File: config.mk
export PLATFORM = sky130hd
export DESIGN_NAME = cga_pixel_serializer
export DESIGN_NICKNAME = d
export VERILOG_FILES = /design/src/rtl/cga_pkg.sv /design/src/rtl/cga_sync_fifo.sv /design/src/rtl/cga_pixel_serializer.sv
export SDC_FILE = /design/constraint.sdc
export NUM_CORES = 1
export LEC_CHECK = 0
export CAP_MARGIN = 25
export CORE_MARGIN = 8
export CORE_UTILIZATION = 62
export DETAILED_ROUTE_END_ITERATION = 10
export PLACE_DENSITY = 0.82
export SLEW_MARGIN = 10
export SYNTH_ARGS = -nofsm -noshare
export SYNTH_HDL_FRONTEND = slang
export SYNTH_HIERARCHICAL = 1
export SYNTH_SLANG_ARGS = --single-unit
File: constraint.sdc
create_clock -name clk -period 5.3 [get_ports clk]
set_input_delay 1.06 -clock clk [delete_from_list [all_inputs] [get_ports clk]]
set_output_delay 1.06 -clock clk [all_outputs]
set_load 0.02 [all_outputs]
File: src/rtl/cga_pkg.sv
// Shared types for the CGA/Tandy pixel serializer: pixel depth, FSM states
// and the depth-to-bit-count helper.
package cga_pkg;

    typedef enum logic [1:0] {
        BPP1 = 2'd0,
        BPP2 = 2'd1,
        BPP4 = 2'd2,
        BPP8 = 2'd3
    } bpp_t;

    typedef enum logic [1:0] {
        IDLE    = 2'd0,
        LOAD    = 2'd1,
        ACTIVE  = 2'd2,
        STARVED = 2'd3
    } state_t;

    function automatic logic [3:0] bpp_bits(input bpp_t bpp);
        case (bpp)
            BPP1:    bpp_bits = 4'd1;
            BPP2:    bpp_bits = 4'd2;
            BPP4:    bpp_bits = 4'd4;
            default: bpp_bits = 4'd8;
        endcase
    endfunction

endpackage

File: src/rtl/cga_sync_fifo.sv
// Small first-word-fall-through FIFO buffering VRAM fetch words ahead of the
// pixel shifter. Occupancy is kept in a registered counter.
module cga_sync_fifo #(
    parameter int DATA_W     = 8,
    parameter int FIFO_DEPTH = 4,
    parameter int CNT_W      = $clog2(FIFO_DEPTH + 1)
) (
    input  logic              clk,
    input  logic              reset_n,
    input  logic              push,
    input  logic [DATA_W-1:0] wr_data,
    input  logic              pop,
    output logic [DATA_W-1:0] rd_data,
    output logic              full,
    output logic              empty,
    output logic [CNT_W-1:0]  count
);
    localparam int PTR_W = (FIFO_DEPTH > 1) ? $clog2(FIFO_DEPTH) : 1;

    logic [DATA_W-1:0] mem [FIFO_DEPTH];
    logic [PTR_W-1:0]  wr_ptr_reg;
    logic [PTR_W-1:0]  rd_ptr_reg;
    logic [CNT_W-1:0]  count_reg;
    logic              push_ok;
    logic              pop_ok;

    assign full    = (count_reg == CNT_W'(FIFO_DEPTH));
    assign empty   = (count_reg == '0);
    assign push_ok = push && !full;
    assign pop_ok  = pop && !empty;
    assign count   = count_reg;
    // Read port falls through so the head word is usable in the pop cycle.
    assign rd_data = mem[rd_ptr_reg];

    always_ff @(posedge clk) begin
        if (push_ok) begin
            mem[wr_ptr_reg] <= wr_data;
        end
    end

    always_ff @(posedge clk) begin
        if (!reset_n) begin
            wr_ptr_reg <= '0;
            rd_ptr_reg <= '0;
            count_reg  <= '0;
        end else begin
            if (push_ok) wr_ptr_reg <= wr_ptr_reg + PTR_W'(1);
            if (pop_ok)  rd_ptr_reg <= rd_ptr_reg + PTR_W'(1);
            case ({push_ok, pop_ok})
                2'b10:   count_reg <= count_reg + CNT_W'(1);
                2'b01:   count_reg <= count_reg - CNT_W'(1);
                default: count_reg <= count_reg;
            endcase
        end
    end

endmodule

File: src/rtl/cga_pixel_serializer.sv
// Buffered graphics-mode pixel serializer: fetch words in, MSB-first 1/2/4/8-bit
// pixel indices out, with per-line depth/repeat selection and underrun flag.
module cga_pixel_serializer
    import cga_pkg::*;
#(
    parameter int DATA_W     = 8,
    parameter int FIFO_DEPTH = 4,
    parameter int MAX_REP    = 4,
    parameter int REP_W      = (MAX_REP > 1) ? $clog2(MAX_REP) : 1,
    parameter int CNT_W      = $clog2(FIFO_DEPTH + 1)
) (
    input  logic              clk,
    input  logic              reset_n,
    input  logic [1:0]        bpp_sel,
    input  logic [REP_W-1:0]  rep_sel,
    input  logic              line_start,
    input  logic              pix_ena,
    input  logic              display_enable,
    input  logic              in_valid,
    input  logic [DATA_W-1:0] in_data,
    output logic              in_ready,
    output logic [7:0]        pix_out,
    output logic              pix_valid,
    output logic              underflow,
    output logic [CNT_W-1:0]  fill_level
);
    localparam int BL_W = $clog2(DATA_W + 1);

    state_t            state_reg, state_next;
    bpp_t              bpp_reg, bpp_next;
    logic [REP_W-1:0]  rep_reg, rep_next;
    logic [REP_W-1:0]  rep_cnt_reg, rep_cnt_next;
    logic [DATA_W-1:0] shift_reg, shift_next;
    logic [BL_W-1:0]   bits_left_reg, bits_left_next;
    logic [7:0]        pix_out_reg, pix_out_next;
    logic              pix_valid_reg, pix_valid_next;
    logic              underflow_reg, underflow_next;
    logic              ready_en_reg;

    logic              fifo_push;
    logic              fifo_pop;
    logic [DATA_W-1:0] fifo_data;
    logic              fifo_full;
    logic              fifo_empty;
    logic              load_word;
    logic              demand;
    logic [BL_W-1:0]   bpp_w;
    logic [7:0]        pix_top;

    // Ready is held off until the first edge after reset is released.
    assign in_ready  = ready_en_reg && !fifo_full;
    assign fifo_push = in_valid && in_ready;
    assign demand    = pix_ena && display_enable;
    assign bpp_w     = BL_W'(bpp_bits(bpp_reg));

    cga_sync_fifo #(
        .DATA_W     (DATA_W),
        .FIFO_DEPTH (FIFO_DEPTH),
        .CNT_W      (CNT_W)
    ) u_fifo (
        .clk     (clk),
        .reset_n (reset_n),
        .push    (fifo_push),
        .wr_data (in_data),
        .pop     (fifo_pop),
        .rd_data (fifo_data),
        .full    (fifo_full),
        .empty   (fifo_empty),
        .count   (fill_level)
    );

    always_comb begin
        case (bpp_reg)
            BPP1:    pix_top = {7'd0, shift_reg[DATA_W-1]};
            BPP2:    pix_top = {6'd0, shift_reg[DATA_W-1 -: 2]};
            BPP4:    pix_top = {4'd0, shift_reg[DATA_W-1 -: 4]};
            default: pix_top = shift_reg[DATA_W-1 -: 8];
        endcase
    end

    always_comb begin
        state_next     = state_reg;
        bpp_next       = bpp_reg;
        rep_next       = rep_reg;
        rep_cnt_next   = rep_cnt_reg;
        shift_next     = shift_reg;
        bits_left_next = bits_left_reg;
        pix_out_next   = pix_out_reg;
        pix_valid_next = pix_valid_reg;
        underflow_next = underflow_reg;
        fifo_pop       = 1'b0;
        load_word      = 1'b0;

        if (line_start) begin
            // FIFO is deliberately untouched: fetch runs ahead of display.
            bpp_next       = bpp_t'(bpp_sel);
            rep_next       = rep_sel;
            underflow_next = 1'b0;
            shift_next     = '0;
            bits_left_next = '0;
            rep_cnt_next   = '0;
            state_next     = LOAD;
            if (pix_ena) begin
                pix_out_next   = 8'd0;
                pix_valid_next = 1'b0;
            end
        end else begin
            if (pix_ena && !display_enable) begin
                pix_out_next   = 8'd0;
                pix_valid_next = 1'b0;
            end
            case (state_reg)
                IDLE: begin
                    pix_out_next = 8'd0;
                    if (pix_ena) pix_valid_next = 1'b0;
                end
                LOAD: begin
                    if (!fifo_empty) begin
                        load_word = 1'b1;
                        if (demand) begin
                            pix_out_next   = 8'd0;
                            pix_valid_next = 1'b0;
                        end
                    end else if (demand) begin
                        pix_out_next   = 8'd0;
                        pix_valid_next = 1'b1;
                        underflow_next = 1'b1;
                    end
                end
                ACTIVE: begin
                    if (demand) begin
                        pix_out_next   = pix_top;
                        pix_valid_next = 1'b1;
                        if (rep_cnt_reg == rep_reg) begin
                            rep_cnt_next = '0;
                            if (bits_left_reg == bpp_w) begin
                                if (!fifo_empty) begin
                                    load_word = 1'b1;
                                end else begin
                                    shift_next     = '0;
                                    bits_left_next = '0;
                                    state_next     = STARVED;
                                end
                            end else begin
                                shift_next     = shift_reg << bpp_bits(bpp_reg);
                                bits_left_next = bits_left_reg - bpp_w;
                            end
                        end else begin
                            rep_cnt_next = rep_cnt_reg + REP_W'(1);
                        end
                    end
                end
                STARVED: begin
                    if (demand) begin
                        pix_out_next   = 8'd0;
                        pix_valid_next = 1'b1;
                        underflow_next = 1'b1;
                    end
                    if (!fifo_empty) load_word = 1'b1;
                end
                default: state_next = IDLE;
            endcase

            if (load_word) begin
                fifo_pop       = 1'b1;
                shift_next     = fifo_data;
                bits_left_next = BL_W'(DATA_W);
                rep_cnt_next   = '0;
                state_next     = ACTIVE;
            end
        end
    end

    always_ff @(posedge clk) begin
        if (!reset_n) begin
            state_reg     <= IDLE;
            bpp_reg       <= BPP1;
            rep_reg       <= '0;
            rep_cnt_reg   <= '0;
            shift_reg     <= '0;
            bits_left_reg <= '0;
            pix_out_reg   <= 8'd0;
            pix_valid_reg <= 1'b0;
            underflow_reg <= 1'b0;
            ready_en_reg  <= 1'b0;
        end else begin
            state_reg     <= state_next;
            bpp_reg       <= bpp_next;
            rep_reg       <= rep_next;
            rep_cnt_reg   <= rep_cnt_next;
            shift_reg     <= shift_next;
            bits_left_reg <= bits_left_next;
            pix_out_reg   <= pix_out_next;
            pix_valid_reg <= pix_valid_next;
            underflow_reg <= underflow_next;
            ready_en_reg  <= 1'b1;
        end
    end

    assign pix_out   = pix_out_reg;
    assign pix_valid = pix_valid_reg;
    assign underflow = underflow_reg;

endmodule

==> results.tsv <==
metric	value	unit
cts.sinks	72	
grt_pass1_vias	2432	
dp_cells	400	
vias_per_cell	5.71	
hpwl	5.15	mm
grt_first_pass_wirelength	11.9	mm
wl	7.12	mm
cp_slowest_stage_delay	770	ps
largest_reg_flops	32	
finalMaxSlewViolations	0	
critical_path_class	primary input to flop	
fillers	381	
place_area	0.00383	mm²
rsz0062_at_grt	no	
switching_share	23.1	%
cts_tree	yes	
vias	2376	
numPortBuffers	31	
stdcell_count	416	
post_cts_buffers	0	
pwr-share-seq	51.3	%
grt_overflow	0	
crit_chain	clkdlybuf4s50_1 > nand4b_4 > or3_4 > o31a_1 > nor2_1 > nor2b_1 > ha_1 > inv_1 > fa_1 > xor2_1 > or3_1 > a21boi_1	
grt_max_degree	22	
p_leak	0.00140	µW
setup_viol	0	
p_comb_share	9.4	%
arrival	4690	ps
io_pins	32	
min-delay-path-class	flop to flop	
internal-power	903	µW
ys_seq_area_share	50.0	%
ir_drop	252	µV
drt_iter0_markers	186	
finalClockSkew	4.01	ps
cts_inserted_buffers	9	
hold_viol_final	0	
finalInstanceArea	0.00405	mm²
switchingPower	272	µW
tightest_slew	775	ps
drcViolationCount	0	
cp_slowest_cell	clkdlybuf4s50_1	
track_usage	17.9	%
first_pass_iters	4	
ys_types	54	
path_max_fanout	13	
syn2layout_area_growth	14.8	%
syn_area	0.00353	mm²
holdBufCountCts	0	
synth_flop_cell	dfxtp_1	
design.die.area	0.00836	mm²
core.rowCount	27	
grtUsageMet2	30.9	%
ys_ff_latch	72	
postRouteAntennaNets	0	
worstSetupStartpointType	primary input	
grt.busiest_layer	met2	
fin_setup_tns	0	ps
clockBufferDepth	2	
pwr_density_cell	290	mW/mm²
antenna_found_initial	0	
met1_usage	20.4	%
place.gp.congestion	0.871	
clk_pin_slew_worst_paths	70	ps
cts.htree.levels	3	
status	finished clean	
nets	374	
max_cap_violations	0	
cts_resized	0	
cp.required	5570	ps
gr-usage-met3	4.44	%
clock_latency	340	ps
synth_warnings	6	
diodes	0	
fin_total_pwr	1170	µW
slew_headroom	47.9	%
die_w	91.4	µm
post-route-period-util	83.5	%
async_flop_share	0	%
timing.fmax	226	MHz
synth_cells	310	
synth_area_per_cell	11.4	µm²
synth_edf_count	32	
start_util	64.0	%
worstSetupEndpointType	flop	
cts-root-buf	clkbuf_8	
coreArea	0.00551	mm²
syn-num-nets	345	
min_period	4430	ps
wire_per_inst	17.1	µm
drive_gt1_share	11.9	%
die_h	91.4	µm
p_clk_share	39.3	%
-- cell usage after synthesis (all sizes together) (4+ instances only) --
cell / number / share of area [%]
a211oi: 9 / 1.9
a21oi: 13 / 1.8
a221o: 4 / 1.2
a31oi: 4 / 0.71
and2: 8 / 1.4
buf: 6 / 1.6
clkbuf: 7 / 1.0
dfxtp: 40 / 23
edfxtp: 32 / 27
ha: 15 / 5.3
inv: 17 / 1.8
mux2: 4 / 1.3
mux2i: 11 / 3.1
mux4: 8 / 5.1
nand2: 17 / 1.9
nand3: 5 / 0.71
nor2: 27 / 3.1
nor2b: 17 / 3.0
nor3: 10 / 1.8
o21ai: 16 / 2.3
xor2: 4 / 0.99
-- worst max-delay path, delay by kind of cell --
family | cells | cell delay [ps]
AND/OR/NAND/NOR | 5 | 1420
buffers and inverters | 2 | 840
adder cells (fa/ha/maj) | 2 | 650
AO/OA/AOI/OAI | 2 | 560
XOR/XNOR | 1 | 160
-- kinds of logic (layout without fill, tap and decap cells) --
kind of cell | count (synthesis) | after routing | share of synthesized area (%)
xor gates and xnor gates | 7 | 7 | 1.74
adders and majority gates | 17 | 17 | 6.46
DFF | 72 | 72 | 50.0
AOI/OAI and AO/OA | 63 | 63 | 12.2
muxes | 23 | 23 | 9.51
and+or+nand+nor | 98 | 98 | 15.7
buffers and inverters | 30 | 64 | 4.40
-- through the flow --
step / utilization, % / hold slack, ps / setup slack, ps
after floorplan: - / 454 / 1670
after global routing: 73.5 / 483 / 715
final: 73.5 / 468 / 873
after CTS: 73.5 / 471 / 902
after detailed placement: 69.6 / 450 / 595
after global placement: 69.6 / 449 / 794
-- layout make-up --
class / instances / area (µm²) / area share [%]
sequential: 72 / 1760 / 43.5
multi-input combinational: 208 / 1610 / 39.8
timing repair buffer: 31 / 310 / 7.67
clock buffer: 10 / 128 / 3.15
tap: 72 / 90.1 / 2.23
clock inverter: 6 / 85.1 / 2.10
inverter: 17 / 63.8 / 1.58
-- layout by cell type, fill, tap and decap left out, drive strengths merged, types with 9 or more instances in the layout --
master,count
inv,17
a21oi,13
dfxtp,40
mux2i,11
nor3,10
nor2b,17
o21ai,16
ha,15
clkdlybuf4s50,31
edfxtp,32
nor2,27
a211oi,9
nand2,17
clkbuf,10
-- routing by layer --
metal	vias to the layer above	part of all wire, %
met1	1134	44
met3	16	3.1
met5	-	0
met2	46	50
met4	0	2.6
li1	1180	-
-- power groups by stage --
stage,logic (µW),registers [µW],clock network (µW)
4_1_cts,110,603,469
3_3_place_gp,106,615,0
3_5_place_dp,109,616,0
2_1_floorplan,75.5,614,0
6_report,110,603,462
5_1_grt,122,605,493
-- worst paths after layout --
path                                 start              end  slack [ps]  cells after the start
worst min register to register   underflow        underflow         470                      2
worst max-delay path               pix_ena  u_fifo/count[2]         870                     12
worst max register to register  bpp_reg[1]  u_fifo/count[2]        1180                     15
worst min-delay path             underflow        underflow         470                      2
Power figures use the tool's default switching activity.
